<file path="src/rtl/i2c_regbank_pkg.sv">
// Shared constants for the I2C register bank: default geometry and FSM state encoding.
package i2c_regbank_pkg;

    localparam int DEF_NUM_REGS = 8;
    localparam int DEF_ADDR_W   = 3;

    localparam logic [1:0] ST_IDLE = 2'd0;
    localparam logic [1:0] ST_PTR  = 2'd1;
    localparam logic [1:0] ST_DATA = 2'd2;

endpackage

</file>
<file path="src/rtl/i2c_register_bank.sv">
// Byte-wide register bank behind an I2C slave: first byte after START sets the pointer,
// later bytes write and auto-increment. Optional I2C_REGBANK_STATUS_EN maps status_in onto the top register.
module i2c_register_bank
    import i2c_regbank_pkg::*;
#(
    parameter int NUM_REGS = DEF_NUM_REGS,
    parameter int ADDR_W   = DEF_ADDR_W
) (
    input  logic                  clk,
    input  logic                  rst,
    input  logic                  i2c_start_stb,
    input  logic                  i2c_stop_stb,
    input  logic [7:0]            i2c_data_rx,
    input  logic                  i2c_data_rx_valid_stb,
    input  logic                  i2c_tx_done_stb,
    output logic [7:0]            i2c_data_tx,
    input  logic [7:0]            status_in,
    output logic [NUM_REGS*8-1:0] regs_flat,
    output logic                  reg_wr_stb,
    output logic [ADDR_W-1:0]     reg_wr_addr
);

    localparam logic [ADDR_W-1:0] LAST_IDX = ADDR_W'(NUM_REGS - 1);

    logic [1:0]        r_state;
    logic [ADDR_W-1:0] r_ptr;
    logic [7:0]        r_regs [NUM_REGS];
    logic [7:0]        r_data_tx;
    logic              r_wr_stb;
    logic [ADDR_W-1:0] r_wr_addr;

    logic              w_wr_blocked;
    logic [7:0]        w_rd_byte;
    logic [ADDR_W-1:0] w_ptr_inc;

    assign w_ptr_inc = r_ptr + ADDR_W'(1);

`ifdef I2C_REGBANK_STATUS_EN
    // Top register is a read-only window onto status_in; its storage is never written.
    assign w_wr_blocked = (r_ptr == LAST_IDX);
    assign w_rd_byte    = (r_ptr == LAST_IDX) ? status_in : r_regs[r_ptr];
`else
    logic w_unused_status;
    logic w_unused_last;
    assign w_unused_status = ^status_in;
    assign w_unused_last   = ^LAST_IDX;
    assign w_wr_blocked    = 1'b0;
    assign w_rd_byte       = r_regs[r_ptr];
`endif

    always_ff @(posedge clk) begin
        if (rst) begin
            r_state   <= ST_IDLE;
            r_ptr     <= '0;
            r_data_tx <= '0;
            r_wr_stb  <= 1'b0;
            r_wr_addr <= '0;
            for (int k = 0; k < NUM_REGS; k++) begin
                r_regs[k] <= '0;
            end
        end else begin
            r_wr_stb  <= 1'b0;
            r_data_tx <= w_rd_byte;
            // Only the highest-priority event of a cycle takes effect.
            if (i2c_start_stb) begin
                r_state <= ST_PTR;
            end else if (i2c_stop_stb) begin
                r_state <= ST_IDLE;
            end else if (i2c_data_rx_valid_stb) begin
                if (r_state == ST_PTR) begin
                    r_ptr   <= i2c_data_rx[ADDR_W-1:0];
                    r_state <= ST_DATA;
                end else if (r_state == ST_DATA) begin
                    if (!w_wr_blocked) begin
                        r_regs[r_ptr] <= i2c_data_rx;
                        r_wr_stb      <= 1'b1;
                        r_wr_addr     <= r_ptr;
                    end
                    r_ptr <= w_ptr_inc;
                end
            end else if (i2c_tx_done_stb) begin
                if (r_state != ST_IDLE) begin
                    r_ptr <= w_ptr_inc;
                end
            end
        end
    end

    for (genvar g = 0; g < NUM_REGS; g++) begin : g_flat
        assign regs_flat[8*g +: 8] = r_regs[g];
    end

    assign i2c_data_tx = r_data_tx;
    assign reg_wr_stb  = r_wr_stb;
    assign reg_wr_addr = r_wr_addr;

endmodule

</file>
<file path="config.mk">
export PLATFORM = sky130hd
export DESIGN_NAME = i2c_register_bank
export DESIGN_NICKNAME = d
export VERILOG_FILES = /design/src/rtl/i2c_regbank_pkg.sv /design/src/rtl/i2c_register_bank.sv
export SDC_FILE = /design/constraint.sdc
export NUM_CORES = 1
export LEC_CHECK = 0
export ABC_AREA = 1
export CAP_MARGIN = 20
export CELL_PAD_IN_SITES_DETAIL_PLACEMENT = 0
export CELL_PAD_IN_SITES_GLOBAL_PLACEMENT = 1
export CORE_UTILIZATION = 30
export CTS_BUF_LIST = sky130_fd_sc_hd__clkbuf_16
export CTS_CLUSTER_DIAMETER = 200
export CTS_CLUSTER_SIZE = 10
export DETAILED_ROUTE_END_ITERATION = 8
export DONT_BUFFER_PORTS = 1
export PLACE_DENSITY_LB_ADDON = 0.15
export SYNTH_ARGS = -nofsm -noshare
export SYNTH_HDL_FRONTEND = slang
export SYNTH_SLANG_ARGS = --single-unit
</file>
<file path="constraint.sdc">
create_clock -name clk -period 2.2 [get_ports clk]
set_input_delay 0.22 -clock clk [delete_from_list [all_inputs] [get_ports clk]]
set_output_delay 0.22 -clock clk [all_outputs]
set_load 0.05 [all_outputs]
</file>
==> results.toml <==
[clocking]
clk_path_buf_depth = 2
cts_tree = "done"
cts.sinks = 81
cts_buffers = 9
clk_transition_reported_paths_ps = 60
clk_latency_ps = 350
root_buffer = "clkbuf_16"
postCtsSetupBuffers = 0
ctsHtreeMaxLevel = 3

[final_layout]
finalNonFillerCells = 549
final_common_cell = "nor2_1"
drive_above_1_share_pct = 13.7
syn_to_final_growth_pct = 14.7
mostFrequentLayoutCells = "107 x nor2_1, 66 x nand2_1, 64 x edfxtp_1"
fillers = 1273
finalInstanceArea_um2 = 4200
final_nets = 420
n_antenna_cell = 0

[logic_synthesis]
synth_warnings = 0
synthesis.nets = 402
ys_seq_elements = 81
syn_area_um2 = 3670
synth_cell_types = 27
netlist_instances = 379
syn-mean-instance-area_um2 = 9.67
ys_seq_area_share_pct = 61.7

[critical_path]
critPathLaunchType = "flop"
r2r_end = "r_regs[1][5]"
path_class = "reg -> reg"
r2r_slack_ps = 410
worst_r2r_path_depth = 7
crit_fanout = 9
rr_startpoint = "r_state[0]"
cp.required_ps = 2200
setup.worst_path.end_class = "flop"
crit_arrival_ps = 1790

[die]
initial_utilization_pct = 30.6
coreArea_um2 = 12000
die-area_um2 = 12700
die_h_um = 113
die_w_um = 113
rows = 40
ios = 98

[power]
p_total_w = 0.00357
powerDensity_nw_per_um2 = 850
cellLeakagePower_nw = 1.87
peakVddDrop_uv = 438

[sta]
fmax_mhz = 559
grt_setup_unrepaired = "no"
fin_hold_ws_ps = 54.6
worst_pin_slew_ps = 531
fin_crit_ps = 1790
fin_tns_setup_ps = 0
fin_crit_sh_pct = 81.3
slew_violations = 0
finalClockSkew_ps = 6.18
slew_headroom_pct = 64.6
setup_viol = 0
hold_violations = 0

[global_route]
overflow = 0
use_met3_pct = 6.64
grt_max_degree = 33
grt_use_met1_pct = 19.6
grt_pass1_vias = 2660
grt_use_met2_pct = 28.9
antenna_found_initial = 0
grt_usage_pct = 17.5
top_usage_layer = "met2"
grt_pass1_wl_mm = 15.3

[place]
port_buffers = 0
placedCellCount = 531
hpwl_mm = 7.53
globalplace.congestion = 0.725
placed_cell_area_um2 = 3910

[routing]
dr.pass1.iters = 4
dr_total_vias = 2621
avgViaCountPerCell = 4.77
antenna_left = 0
drc = 0
drt_wl_total_mm = 10.5
wl_per_cell_um = 19.1
first_iter_violations = 132

[worst_hold_path]
worstHoldStart = "i2c_data_rx_valid_stb"
min_to = "r_state[1]"
hold_path.class = "in -> reg"
whs_path_depth = 2

[run]
maxCapViolCount = 0

[run_status]
outcome = "finished clean"
through the flow:
stage                     setup slack, ps  utilization [%]
after global routing                  312             35.1
after global placement                445             32.6
final                                 411             35.1
after CTS                             398             35.1
after detailed placement              404             32.6
after floorplan                       710                -
what timing repair did:
item                                   4_1_cts  5_1_grt
setup endpoints to repair                    0        0
hold buffers                                 2        0
gates resized for setup                      0        0
endpoints found under the hold margin        9        0
how the worst max path moves through the flow:
stage | startpoint | end | slack [ps] | cells after the start
floorplan | r_state[0] | r_regs[1][0] | 710 | 7
global placement | r_state[0] | r_regs[1][5] | 450 | 7
detailed placement | r_state[0] | r_regs[1][5] | 400 | 7
CTS | r_state[0] | r_regs[1][5] | 400 | 7
global route | r_state[0] | r_regs[1][1] | 310 | 7
finish | r_state[0] | r_regs[1][5] | 410 | 7
report_power, final:
group	total, W	switching [W]	internal (W)
Combinational	0.000214	0.000161	0.0000539
Clock	0.00145	0.000593	0.000857
Sequential	0.00191	0.000203	0.00170
Total	0.00357	0.000957	0.00262
Yosys cell counts, drive strengths merged:
master / n / share of area (%)
edfxtp: 64 / 52
o22ai: 1 / 0.17
clkbuf: 3 / 0.31
clkinv: 3 / 0.34
inv: 41 / 4.3
o21ai: 11 / 1.5
buf: 7 / 1.3
nor2: 114 / 13
ha: 1 / 0.34
nand3: 12 / 1.8
nand4: 1 / 0.17
dfxtp: 17 / 9.3
nand2: 75 / 9.4
xor2: 1 / 0.24
a21oi: 4 / 0.55
o211ai: 16 / 3.3
or2: 8 / 1.4
per-layer routing:
layer	vias up	share of wire (%)
met5	-	0
met3	10	8.3
met4	0	1.4
li1	1260	-
met2	84	50
met1	1267	40
critical path, cell delays in order, from the launching register on:
cell and delay [ps]:
dfxtp_1 330, inv_1 120, nand3_2 120, nor2_4 150, inv_4 80, nor2_8 180, nand2_4 130, nand2_1 330
flip-flops by register name (all words and copies together) (netlist names):
register / flops
r_regs: 64
reg_wr_stb: 1
r_ptr: 3
reg_wr_addr: 3
i2c_data_tx: 8
r_state: 2
cells by family (layout without fill, tap and decap cells):
kind of cell               Yosys count  in the layout  share of synthesized area, %
and+or+nand+nor                    210            210                          26.0
DFF                                 81             81                          61.7
buffers and inverters               54             77                          6.21
AOI/OAI and AO/OA                   32             32                          5.50
adders and majority gates            1              1                         0.341
xor gates and xnor gates             1              1                         0.239
cell type report:
class	instances	area, µm²	share of cell area [%]
Multi-Input combinational cell	244	1180	28.0
Sequential cell	81	2260	53.8
Inverter	44	169	4.02
Timing Repair Buffer	17	133	3.15
Clock inverter	7	53.8	1.28
Clock buffer	9	225	5.36
Tap cell	147	184	4.37
Note: power is estimated with default switching activity, not from simulation.
